<file path="src/rtl/token_pool_arb_if.sv">
// rtl/token_pool_arb_if.sv - request/release/grant bundle between clients and token_pool_arb
interface token_pool_arb_if #(
  parameter int NREQ = 4,
  parameter int WID  = 4
);
  logic [NREQ-1:0] req_i;
  logic [NREQ-1:0] rel_i;
  logic            drain_i;
  logic [NREQ-1:0] gnt_o;
  logic [WID-1:0]  free_o;
  logic            full_o;
  logic            empty_o;
  logic            idle_o;
  logic            err_o;

  modport master (
    output req_i, rel_i, drain_i,
    input  gnt_o, free_o, full_o, empty_o, idle_o, err_o
  );

  modport slave (
    input  req_i, rel_i, drain_i,
    output gnt_o, free_o, full_o, empty_o, idle_o, err_o
  );
endinterface

</file>
<file path="src/rtl/token_pool_arb.sv">
// rtl/token_pool_arb.sv - token pool arbiter with drain FSM; TOKEN_RR_EN selects round-robin over fixed priority
module token_pool_arb #(
  parameter int NREQ = 4,
  parameter int WID  = 4
) (
  input logic              clk_i,
  input logic              rst_ni,
  token_pool_arb_if.slave  bus
);
  localparam logic [WID-1:0] MAX     = {WID{1'b1}};
  localparam logic [1:0]     S_RUN   = 2'd0;
  localparam logic [1:0]     S_DRAIN = 2'd1;
  localparam logic [1:0]     S_DONE  = 2'd2;

  logic [WID-1:0]  r_free;
  logic [WID-1:0]  r_own [NREQ];
  logic [NREQ-1:0] r_gnt;
  logic [1:0]      r_state;
  logic            r_err;

  logic [NREQ-1:0] w_rel_ok;
  logic [NREQ-1:0] w_pick;
  logic            w_found;
  logic            w_grant;
  logic            w_bad_rel;
  logic [WID-1:0]  w_nrel;
  logic [WID-1:0]  w_free_n;
  logic [1:0]      w_state_n;

  always_comb begin
    w_rel_ok  = '0;
    w_bad_rel = 1'b0;
    w_nrel    = '0;
    for (int k = 0; k < NREQ; k++) begin
      if (bus.rel_i[k]) begin
        if (r_own[k] != '0) begin
          w_rel_ok[k] = 1'b1;
          w_nrel      = w_nrel + WID'(1);
        end else begin
          w_bad_rel = 1'b1;
        end
      end
    end
  end

`ifdef TOKEN_RR_EN
  localparam int RRW = (NREQ > 1) ? $clog2(NREQ) : 1;
  logic [RRW-1:0] r_rr;
  logic [RRW-1:0] w_rr_n;

  // Scan offsets from the pointer; the k/i double loop keeps every index constant.
  always_comb begin
    w_pick  = '0;
    w_found = 1'b0;
    w_rr_n  = r_rr;
    for (int i = 0; i < NREQ; i++) begin
      for (int k = 0; k < NREQ; k++) begin
        if (!w_found && bus.req_i[k] && (k == (int'(r_rr) + i) % NREQ)) begin
          w_found   = 1'b1;
          w_pick[k] = 1'b1;
          w_rr_n    = RRW'((k + 1) % NREQ);
        end
      end
    end
  end

  always_ff @(posedge clk_i or negedge rst_ni) begin
    if (!rst_ni) begin
      r_rr <= '0;
    end else if (w_grant) begin
      r_rr <= w_rr_n;
    end
  end
`else
  always_comb begin
    w_pick  = '0;
    w_found = 1'b0;
    for (int k = 0; k < NREQ; k++) begin
      if (!w_found && bus.req_i[k]) begin
        w_found   = 1'b1;
        w_pick[k] = 1'b1;
      end
    end
  end
`endif

  // Eligibility looks only at the registered count; same-cycle releases land next cycle.
  assign w_grant  = (r_state == S_RUN) && !bus.drain_i && (r_free != '0) && w_found;
  assign w_free_n = r_free - {{(WID-1){1'b0}}, w_grant} + w_nrel;

  always_comb begin
    w_state_n = r_state;
    case (r_state)
      S_RUN:   if (bus.drain_i) w_state_n = S_DRAIN;
      S_DRAIN: if (w_free_n == MAX) w_state_n = S_DONE;
      S_DONE:  if (!bus.drain_i) w_state_n = S_RUN;
      default: w_state_n = S_RUN;
    endcase
  end

  always_ff @(posedge clk_i or negedge rst_ni) begin
    if (!rst_ni) begin
      r_free  <= MAX;
      r_gnt   <= '0;
      r_state <= S_RUN;
      r_err   <= 1'b0;
      for (int k = 0; k < NREQ; k++) r_own[k] <= '0;
    end else begin
      r_free  <= w_free_n;
      r_gnt   <= w_grant ? w_pick : '0;
      r_state <= w_state_n;
      r_err   <= r_err | w_bad_rel;
      for (int k = 0; k < NREQ; k++) begin
        r_own[k] <= r_own[k] + WID'(w_grant && w_pick[k]) - WID'(w_rel_ok[k]);
      end
    end
  end

  assign bus.gnt_o   = r_gnt;
  assign bus.free_o  = r_free;
  assign bus.full_o  = (r_free == MAX);
  assign bus.empty_o = (r_free == '0);
  assign bus.idle_o  = (r_state == S_DONE);
  assign bus.err_o   = r_err;
endmodule

</file>
<file path="src/flat_wrapper.sv">
// flat-port wrapper written by rule: the top's interface ports become plain ports
module token_pool_arb_flat 
#(
  parameter int NREQ = 4,
  parameter int WID  = 4
)
  (clk_i, rst_ni, bus_req_i, bus_rel_i, bus_drain_i, bus_gnt_o, bus_free_o, bus_full_o, bus_empty_o, bus_idle_o, bus_err_o);
  token_pool_arb_if #(.NREQ(NREQ), .WID(WID)) bus_i ();
  input logic clk_i;
  input logic rst_ni;
  input wire logic [$bits(bus_i.req_i)-1:0] bus_req_i;
  input wire logic [$bits(bus_i.rel_i)-1:0] bus_rel_i;
  input wire logic [$bits(bus_i.drain_i)-1:0] bus_drain_i;
  output wire logic [$bits(bus_i.gnt_o)-1:0] bus_gnt_o;
  output wire logic [$bits(bus_i.free_o)-1:0] bus_free_o;
  output wire logic [$bits(bus_i.full_o)-1:0] bus_full_o;
  output wire logic [$bits(bus_i.empty_o)-1:0] bus_empty_o;
  output wire logic [$bits(bus_i.idle_o)-1:0] bus_idle_o;
  output wire logic [$bits(bus_i.err_o)-1:0] bus_err_o;
  assign bus_i.req_i = bus_req_i;
  assign bus_i.rel_i = bus_rel_i;
  assign bus_i.drain_i = bus_drain_i;
  assign bus_gnt_o = bus_i.gnt_o;
  assign bus_free_o = bus_i.free_o;
  assign bus_full_o = bus_i.full_o;
  assign bus_empty_o = bus_i.empty_o;
  assign bus_idle_o = bus_i.idle_o;
  assign bus_err_o = bus_i.err_o;
  token_pool_arb #(.NREQ(NREQ), .WID(WID)) u_core (.clk_i(clk_i), .rst_ni(rst_ni), .bus(bus_i));
endmodule
</file>
<file path="config.mk">
export PLATFORM = sky130hd
export DESIGN_NAME = token_pool_arb_flat
export DESIGN_NICKNAME = d
export VERILOG_FILES = /design/src/rtl/token_pool_arb_if.sv /design/src/rtl/token_pool_arb.sv /design/src/flat_wrapper.sv
export SDC_FILE = /design/constraint.sdc
export NUM_CORES = 1
export LEC_CHECK = 0
export CAP_MARGIN = 20
export CORE_MARGIN = 5
export CORE_UTILIZATION = 50
export DETAILED_ROUTE_END_ITERATION = 7
export DONT_BUFFER_PORTS = 1
export PLACE_DENSITY_LB_ADDON = 0.15
export REMOVE_ABC_BUFFERS = 1
export SYNTH_ARGS = -nofsm -noshare
export SYNTH_HDL_FRONTEND = slang
export SYNTH_SLANG_ARGS = --single-unit
</file>
<file path="constraint.sdc">
create_clock -name clk_i -period 5.6 [get_ports clk_i]
set_input_delay 1.12 -clock clk_i [delete_from_list [all_inputs] [get_ports clk_i]]
set_output_delay 1.12 -clock clk_i [all_outputs]
set_load 0.01 [all_outputs]
</file>
Yosys cells after proc, flatten, opt, wreduce, memory -nomap -nowiden
Cells that the tools add are included.
{"block": "totals", "regBits": 27, "input_bits": 11, "out_inout_bits": 12, "wordCells": 87}
{"block": "classes", "add_sub_neg": 13, "n_eq_ne": 7, "n_mux": 36, "bitwise": 1, "reduce_logical": 22}
{"cell": "$mux 4", "n": 8}
{"cell": "$mux 1", "n": 24}
{"cell": "$reduce_bool 4->1", "n": 5}
{"cell": "$sub 4x1->4", "n": 5}
{"cell": "$add 4x1->4", "n": 4}
{"cell": "$add 4x1->4 const B", "n": 3}
{"cell": "$logic_and 1x1->1", "n": 10}
{"cell": "$eq 4x4->1 const B", "n": 2}
{"cell": "$mux 2", "n": 3}
{"cell": "$pmux 2 s3", "n": 1}
{"cell": "$add 4x4->4", "n": 1}
{"cell": "$logic_not 1->1", "n": 4}
{"cell": "$logic_not 4->1", "n": 1}
{"cell": "$ne 2x2->1 const B", "n": 2}
{"cell": "$reduce_and 3->1", "n": 1}
{"cell": "$eq 2x1->1 const B", "n": 1}
{"cell": "$eq 2x2->1 const B", "n": 1}
{"cell": "$logic_not 2->1", "n": 1}
{"cell": "$ne 2x1->1 const B", "n": 1}
{"cell": "$or 1x1->1", "n": 1}

Logic depth before layout (Yosys ltp)
Gate-level depths: netlist of run 1.
{"block": "depth", "word_depth": 16, "mapped_depth": 17, "ltp_nobuf": 17}

Worst setup path before layout of run 1
Ideal clock, no wire load.
{"block": "synth_timing", "path_type": "input -> register", "start": "input bus_rel_i[1]", "end": "register u_core.r_state[1]", "setup_ps": 121, "t_arrival_ps": 3791, "t_required_ps": 5479, "setup_slack_ps": 1688, "cell_stages": 15, "path_buffers": 0, "path_cell_list": "inv_1 o211ai_1 nand2b_2 ha_1 mux2_2 ha_1 mux2i_1 ha_1 inv_1 ha_1 a21o_1 a21oi_1 xnor2_1 xnor2_1 a22o_1"}
{"block": "synth_via", "elab_chain_len": 11}
{"element": "start, declared", "line": "flat_wrapper.sv:12", "source": "input wire logic [$bits(bus_i.rel_i)-1:0] bus_rel_i;"}
{"element": "$mux 4 (*)", "line": "token_pool_arb.sv:35", "source": "if (bus.rel_i[k]) begin"}
{"element": "$add 4x1->4", "line": "token_pool_arb.sv:38", "source": "w_nrel = w_nrel + WID'(1);"}
{"element": "$mux 4", "line": "token_pool_arb.sv:36", "source": "if (r_own[k] != '0) begin"}
{"element": "$mux 4 (*)", "line": "token_pool_arb.sv:35"}
{"element": "$add 4x1->4", "line": "token_pool_arb.sv:38"}
{"element": "$mux 4", "line": "token_pool_arb.sv:36"}
{"element": "$mux 4 (*)", "line": "token_pool_arb.sv:35"}
{"element": "$add 4x4->4 (*)", "line": "token_pool_arb.sv:89", "source": "assign w_free_n = r_free - {{(WID-1){1'b0}}, w_grant} + w_nrel;"}
{"element": "via u_core.w_free_n[3]", "line": "token_pool_arb.sv:27", "source": "logic [WID-1:0] w_free_n;"}
{"element": "$eq 4x4->1 (*)", "line": "token_pool_arb.sv:95", "source": "S_DRAIN: if (w_free_n == MAX) w_state_n = S_DONE;"}
{"element": "$ne 2x1->1 (no line) (*)"}
{"element": "$reduce_and 3->1 (no line) (*)"}
{"element": "end signal, assigned", "line": "token_pool_arb.sv:111", "source": "r_state <= w_state_n;"}
{"element": "end, declared", "line": "token_pool_arb.sv:18", "source": "logic [1:0] r_state;"}
Mark *: on every way through the listed nets, which the timed path passes. The rest lies on a longest branch.
A chain may end at the register's enable or synchronous reset.

Final worst setup path of run 1
{"block": "layout_timing", "start": "register u_core.r_own[10] (netlist name)", "end": "register u_core.r_state[1]"}
{"block": "layout_via", "elab_chain_len": 13}
{"element": "start, declared", "line": "token_pool_arb.sv:16", "source": "logic [WID-1:0] r_own [NREQ];"}
{"element": "start signal, assigned by index", "line": "token_pool_arb.sv:114", "source": "r_own[k] <= r_own[k] + WID'(w_grant && w_pick[k]) - WID'(w_rel_ok[k]);"}
{"element": "$reduce_bool 4->1 (*)", "line": "token_pool_arb.sv:36"}
{"element": "$mux 4 (*)", "line": "token_pool_arb.sv:36"}
{"element": "$mux 4 (*)", "line": "token_pool_arb.sv:35"}
{"element": "$add 4x1->4", "line": "token_pool_arb.sv:38"}
{"element": "$mux 4", "line": "token_pool_arb.sv:36"}
{"element": "$mux 4 (*)", "line": "token_pool_arb.sv:35"}
{"element": "$add 4x1->4", "line": "token_pool_arb.sv:38"}
{"element": "$mux 4", "line": "token_pool_arb.sv:36"}
{"element": "$mux 4 (*)", "line": "token_pool_arb.sv:35"}
{"element": "$add 4x4->4 (*)", "line": "token_pool_arb.sv:89"}
{"element": "via u_core.w_free_n[3]", "line": "token_pool_arb.sv:27"}
{"element": "$eq 4x4->1 (*)", "line": "token_pool_arb.sv:95"}
{"element": "$ne 2x1->1 (no line) (*)"}
{"element": "$reduce_and 3->1 (no line) (*)"}
Marked as above.

==> results of run 1 <==
==> area by class of cell <==
| class | instances | area, um^2 |
|---|---|---|
| clock inverters | 1 | 7.51 |
| multi-input cells | 99 | 920 |
| fillers | 292 | 1530 |
| clock buffers | 3 | 22.5 |
| inverters | 46 | 173 |
| well taps | 46 | 57.6 |
| flip-flops and latches | 27 | 681 |
==> layer usage <==
| layer | up-vias | routed length, um |
|---|---|---|
| li1 | 555 | - |
| met1 | 523 | 1350 |
| met2 | 18 | 1550 |
| met3 | 2 | 158 |
| met4 | 0 | 18 |
| met5 | - | 0 |
==> state kept, by name (all words and copies together) (netlist names) <==
signal             count
u_core.bus.err_o       1
u_core.bus.free_o      4
u_core.bus.gnt_o       4
u_core.r_own          16
u_core.r_state         2
==> worst register-to-register path: stages (launching register included) <==
cell and delay (ns):
dfrtp_1 0.40, inv_1 0.08, ha_1 0.15, nor3b_1 0.47, a211oi_2 0.10, nand2b_2 0.23
ha_1 0.30, mux2_2 0.28, ha_1 0.28, mux2i_1 0.06, ha_1 0.32, inv_1 0.05
ha_1 0.29, a21o_1 0.18, a21oi_1 0.17, xnor2_1 0.11, xnor2_1 0.28, a22o_1 0.17
==> power by group through the flow <==
stage / sequential (uW) / combinational (uW) / clock (uW)
floorplan: 357 / 537 / 0
global placement: 369 / 621 / 0
detailed placement: 372 / 660 / 0
global route: 379 / 769 / 102
finish: 365 / 655 / 91.8
CTS: 367 / 668 / 94.4
==> kinds of logic after synthesis <==
logic type | share of synthesized area, %
adder cells (fa/ha/maj) | 25.4
flip-flops | 38.4
AO/OA/AOI/OAI | 7.41
AND/OR/NAND/NOR | 10.0
multiplexers | 1.20
buffers and inverters | 9.74
XOR/XNOR | 7.83
==> worst max-delay path by stage <==
stage	from	end	cells past startpoint
after floorplan	bus_rel_i[1]	u_core.r_state[1]$_DFFE_PN0P_	15
after global placement	bus_rel_i[1]	u_core.r_state[0]$_DFFE_PN0P_	15
after detailed placement	bus_rel_i[1]	u_core.r_state[0]$_DFFE_PN0P_	15
after CTS	u_core.r_own[10]$_DFF_PN0_	u_core.r_state[1]$_DFFE_PN0P_	17
after global routing	u_core.r_own[10]$_DFF_PN0_	u_core.r_state[1]$_DFFE_PN0P_	17
final	u_core.r_own[10]$_DFF_PN0_	u_core.r_state[1]$_DFFE_PN0P_	17
==> cells in the final DEF, fill, tap and decap left out <==
cell type and count:
inv_1 46, ha_1 28, dfrtp_1 23, xor2_1 7, xnor2_1 7, nor2_1 6
a21oi_1 6, nand2_1 5, a21o_1 5, fa_1 5, dfstp_2 4, nor3b_1 3
nor3_1 3, clkbuf_4 3, nor2b_1 2, a211oi_2 2, o211ai_1 2, nand2b_1 2
nor4_1 2, and3_1 2, or3b_4 1, nand2b_2 1, xor2_2 1, mux2_2 1
mux2i_1 1, nand4b_1 1, and2_1 1, and3b_1 1, a22oi_1 1, a21boi_0 1
nand3_1 1, a22o_1 1, clkinvlp_4 1
==> through the flow <==
stage	util [%]	hold slack [ns]
after detailed placement	54.0	0.470
after global routing	54.9	0.412
after global placement	54.0	0.466
final	54.9	0.449
after floorplan	-	0.447
after CTS	54.9	0.434
==> results.md, run 1 <==
* Max Clock Freq at 254 MHz
* Num rows at 21
* 1st-iter DRT viols at 57
* Met1 Track Usage GR at 17.2%
* GRT busiest layer: met2
* Gpl congestion at 0.719
* Cell Area, Placed at 1830 um^2
* Sequential fraction of the synthesis area at 38.4%
* Longest Clk Path Bufs at 2
* Number of enable flip-flop cells after synthesis at 0
* CP Cell Sequence: inv_1 > ha_1 > nor3b_1 > a211oi_2 > nand2b_2 > ha_1 > mux2_2 > ha_1 > mux2i_1 > ha_1 > inv_1 > ha_1 > a21o_1 > a21oi_1 > xnor2_1 > xnor2_1 > a22o_1
* Reg2Reg Depth at 17
* Worst EP arrival at 4.23 ns
* Critical Path Fanout Max at 4
* Mapped Avg Cell Area at 10.3 um^2
* Area grow syn2layout at 4.94%
* H-tree lvl count at 1
* Placed insts at 218
* PwrDens at 598 nW/um^2
* Mapped cell area at 1770 um^2
* Max VDD drop at 0.331 mV
* #FFs+latches synth at 27
* Sw power at 474 uW
* Synth Flop Type: dfrtp_1
* Port Buffers at 0
* Clock sink total at 27
* Synth async-reset ratio at 100%
* Kind of critical path: flip-flop to flip-flop
* Setup bufs post-CTS at 0
* Final hold viol count at 0
* Slew HR at 47.5%
* Reg2reg end: u_core.r_state[1]$_DFFE_PN0P_
* Most frequent cell after synthesis: inv_1
* Most frequent cells after synthesis: inv_1, ha_1, dfrtp_1, xnor2_1, xor2_1
* Setup TNS Final at 0 ns
* Die Y at 69.5 um
* Initial antenna violation count at 0
* Worst path buffer plus inverter count at 2
* Layout Cells excl Fill at 222
* P_leak at 0.000993 uW
* Final ANT Viol Nets at 0
* Ant. Diodes at 0
* CTS tree: yes
* Gr usage total at 14.3%
* Root Driver: clkbuf_4
* Clk pwr share at 8.3%
* R2R setup slack at 1.67 ns
* Drt pass-1 iters at 4
* Core area at 3390 um^2
* Critical path's largest stage delay at 0.47 ns
* Crit path capture type: flip-flop
* CTS Hold Bufs at 0
* Vias in the first global route at 1,278
* Fin crit share at 70.3%
* Clk Latency, worst-skew pair at 0.33 ns
* Distinct cells, synth at 31
* Met2 Track Usage GR at 24.8%
* Final setup violation count at 0
* Clk slew on worst S/H paths at 0.16 ns
* Via density at 4.95
* Final setup skew at 0.00411 ns
* Ys Warns at 0
* Layout Nets at 221
* Die area at 4840 um^2
* Post-route design area at 1860 um^2
* Worst-margin pin slew at 0.780 ns
* Global route overflow at 0
* First-pass GRT wire length at 5.60 mm
* Initial core utilization at 52.3%
* MaxCap Viol Count at 0
* Largest area contributor in the netlist: dfrtp_1
* Num CTS Buffers at 3
* Die W at 69.5 um
* R2R Path Start: u_core.r_own[10]$_DFF_PN0_
* Sw Ratio at 42.6%
* CP dominant cell by count: ha_1
* Pre-CTS setup slack at 1.49 ns
* # resized after CTS at 0
* Max-slew violations at 0
* Final wirelength at 3.08 mm
* GRT met3 Usage at 4.93%
* Mapped Cells at 172
* Overall power at 1110 uW
* Worst min path class: input pin to async pin
* Wire per inst at 13.9 um
* Gate power share at 58.9%
* Delay-heaviest family, CP: adder cells
* RSZ-0062 raised after global routing: no
* CP max stage cell: nor3b_1
* Drt drc at 0
* Pin count of the biggest net entering global routing at 28
* CP Launch Type: flip-flop
* Required @ worst endpoint at 5.89 ns
* Hpwl dp at 2.54 mm
* Routed vias at 1,098
* Final worst setup slack at 1.67 ns
* I/O pin count at 23
* Crit path time final at 3.93 ns
* Top cells by area, synth: dfrtp_1, ha_1, inv_1, dfstp_2, fa_1
* Share of cells above drive strength 1 at 7.95%
* Status: finished clean
* Internal power at 638 uW
* Post-synth top area share at 32.5%
* Sequential power share at 32.8%
No activity file was read; power rests on OpenSTA's default activity.
==> inputs of run 2 (changes only) <==
- clock period: 5.6 -> 3.3 ns (I/O delays scaled with it)
==> run 2 against run 1 <==
  * The flow now finishes with violations (negative setup slack)
  * Sequential power increased by 70%
  * Clock power rose by 66%
  * Critical path depth stayed put
  * Die area unchanged
==> results.md, run 2 (synthesis gave the netlist of run 1 again) <==
* Clk Latency, worst-skew pair at 0.33 ns (about the same)
* CP Cell Sequence: inv_2 > ha_1 > or3b_4 > a211oi_2 > nand2b_4 > ha_4 > mux2_4 > ha_4 > mux2i_1 > ha_1 > inv_1 > ha_1 > a21o_1 > a21oi_2 > xnor2_1 > xnor2_2 > a22o_1 (was inv_1 > ha_1 > nor3b_1 > a211oi_2 > nand2b_2 > ha_1 > mux2_2 > ha_1 > mux2i_1 > ha_1 > inv_1 > ha_1 > a21o_1 > a21oi_1 > xnor2_1 > xnor2_1 > a22o_1)
* Routed vias at 1,204 (was 1,098)
* Max FFs per register at 16 (unchanged)
* Crit path time final at 3.68 ns (was 3.93 ns)
* Max Clock Freq at 272 MHz (was 254 MHz)
* CP max stage cell: dfrtp_1 (was nor3b_1)
* Longest Clk Path Bufs at 2 (unchanged)
* Area grow syn2layout at 17.1% (was 4.94%)
* Overall power at 2160 uW (was 1110 uW)
* Pin count of the biggest net entering global routing at 24 (was 28)
* Gr usage total at 15.0% (was 14.3%)
* Status: complete, but fails checks (was finished clean)
* PwrDens at 1040 nW/um^2 (was 598 nW/um^2)
* Drt pass-1 iters at 4 (unchanged)
* RSZ-0062 raised after global routing: yes (was no)
* Clk slew on worst S/H paths at 0.15 ns (was 0.16 ns)
* Initial core utilization at 52.3% (unchanged)
* Final ANT Viol Nets at 0 (unchanged)
* Setup TNS Final at -0.896 ns (was 0 ns)
* Final hold viol count at 0 (unchanged)
* R2R setup slack at -0.38 ns (was 1.67 ns)
* Hpwl dp at 2.63 mm (was 2.54 mm)
* Critical path depth in cells at 17 (unchanged)
* Die Y at 69.5 um (unchanged)
* Fin crit share at 111% (was 70.3%)
* Initial antenna violation count at 0 (unchanged)
* R2R Path Start: u_core.r_own[14]$_DFF_PN0_ (was u_core.r_own[10]$_DFF_PN0_)
* Final setup skew at 0.00177 ns (was 0.00411 ns)
* CTS tree: yes (unchanged)
* Ant. Diodes at 0 (unchanged)
* Port Buffers at 0 (unchanged)
* Root Driver: clkbuf_4 (unchanged)
* CP Launch Type: flip-flop (unchanged)
* Drt drc at 0 (unchanged)
* Final wirelength at 3.27 mm (was 3.08 mm)
* CP dominant cell by count: ha_1 (unchanged)
* Slew HR at 68.1% (was 47.5%)
* Vias in the first global route at 1,297 (was 1,278)
* Via density at 4.98 (was 4.95)
* Global route overflow at 0 (unchanged)
* Final setup violation count at 3 (was 0)
* Gpl congestion at 0.878 (was 0.719)
* MaxCap Viol Count at 0 (unchanged)
* Critical Path Fanout Max at 3 (was 4)
* Worst path buffer plus inverter count at 2 (unchanged)
* Required @ worst endpoint at 3.54 ns (was 5.89 ns)
* Max-slew violations at 0 (unchanged)
* Num rows at 21 (unchanged)
* Layout Nets at 241 (was 221)
* Kind of critical path: flip-flop to flip-flop (unchanged)
* Reg2reg end: u_core.r_state[1]$_DFFE_PN0P_ (unchanged)
* Biggest register: u_core.r_own (unchanged)
* Most frequent cells in the layout: inv_1, ha_1, dfrtp_1 (unchanged)
* Final worst setup slack at -0.375 ns (was 1.67 ns)
* Failing checks: negative setup slack
* Reg2Reg Depth at 17 (unchanged)
* Num CTS Buffers at 3 (unchanged)
* P_leak at 0.00111 uW (was 0.000993 uW)
* Core area at 3390 um^2 (unchanged)
* Commonest non-fill, non-tap cell in the layout: inv_1 (unchanged)
* 1st-iter DRT viols at 51 (was 57)
* Worst-margin pin slew at 0.477 ns (was 0.780 ns)
* Clock sink total at 27 (unchanged)
* H-tree lvl count at 1 (unchanged)
* First-pass GRT wire length at 5.80 mm (was 5.60 mm)
* Die area at 4840 um^2 (unchanged)
* Critical path's largest stage delay at 0.40 ns (was 0.47 ns)
* Die W at 69.5 um (unchanged)
* Worst min path class: input pin to async pin (unchanged)
* I/O pin count at 23 (unchanged)
* Wire per inst at 13.5 um (was 13.9 um)
* Crit path capture type: flip-flop (unchanged)
* Delay-heaviest family, CP: adder cells (unchanged)
* Max VDD drop at 0.650 mV (was 0.331 mV)
* Worst EP arrival at 3.92 ns (was 4.23 ns)
* Share of cells above drive strength 1 at 21.4% (was 7.95%)
## run 2: repair_timing
| action | CTS | global route |
|---|---|---|
| endpoints found under the hold margin | 23 | 0 |
| gates cloned | 0 | 0 |
| hold buffers | 1 | 0 |
| setup endpoints to repair | 5 | 5 |
| buffers inserted | 4 | 0 |
| gates resized for setup | 8 | 2 |
| pin swaps | 8 | 2 |
## run 2: where the power goes
part           internal (uW)  switching (uW)  leakage [uW]  total (uW)
registers                515             105      0.000317         619
logic                    721             670      0.000780        1390
clock network           45.6             106     0.0000177         152
## run 2: worst max-delay path by stage
stage                                     startpoint                            end  slack [ns]
after floorplan           u_core.r_own[14]$_DFF_PN0_  u_core.r_state[1]$_DFFE_PN0P_       -0.37
after global placement    u_core.r_own[14]$_DFF_PN0_  u_core.r_state[0]$_DFFE_PN0P_       -0.42
after detailed placement  u_core.r_own[14]$_DFF_PN0_  u_core.r_state[0]$_DFFE_PN0P_       -0.53
after CTS                 u_core.r_own[14]$_DFF_PN0_  u_core.r_state[1]$_DFFE_PN0P_       -0.39
after global routing      u_core.r_own[14]$_DFF_PN0_  u_core.r_state[1]$_DFFE_PN0P_       -0.56
final                     u_core.r_own[14]$_DFF_PN0_  u_core.r_state[1]$_DFFE_PN0P_       -0.38
## run 2: area by class of cell
cell class | count | area [um^2]
clock buffers | 3 | 22.5
fillers | 278 | 1310
multi-input cells | 99 | 975
repair buffers | 20 | 163
well taps | 46 | 57.6
flip-flops and latches | 27 | 681
clock inverters | 1 | 5.00
inverters | 46 | 173
## run 2: per-layer routing
metal  vias to the layer above  global-route usage [%]  part of all wire, %
li1                        596                       -                    -
met1                       587                    17.9                   43
met2                        17                    26.1                   50
met3                         4                    3.77                  4.8
met4                         0                    5.21                  1.3
met5                         -                       0                    0
## run 2: through the flow
stage | setup slack, ns | instances | hold WS (ns) | area [um^2] | utilization (%)
after floorplan | -0.367 | 172 | 0.364 | 1770 | -
after global placement | -0.420 | 234 | 0.365 | 1950 | 57.5
after detailed placement | -0.529 | 234 | 0.365 | 1950 | 57.5
after CTS | -0.386 | 242 | 0.110 | 2070 | 61.0
after global routing | -0.562 | 242 | 0.0992 | 2080 | 61.2
final | -0.375 | 242 | 0.107 | 2080 | 61.2
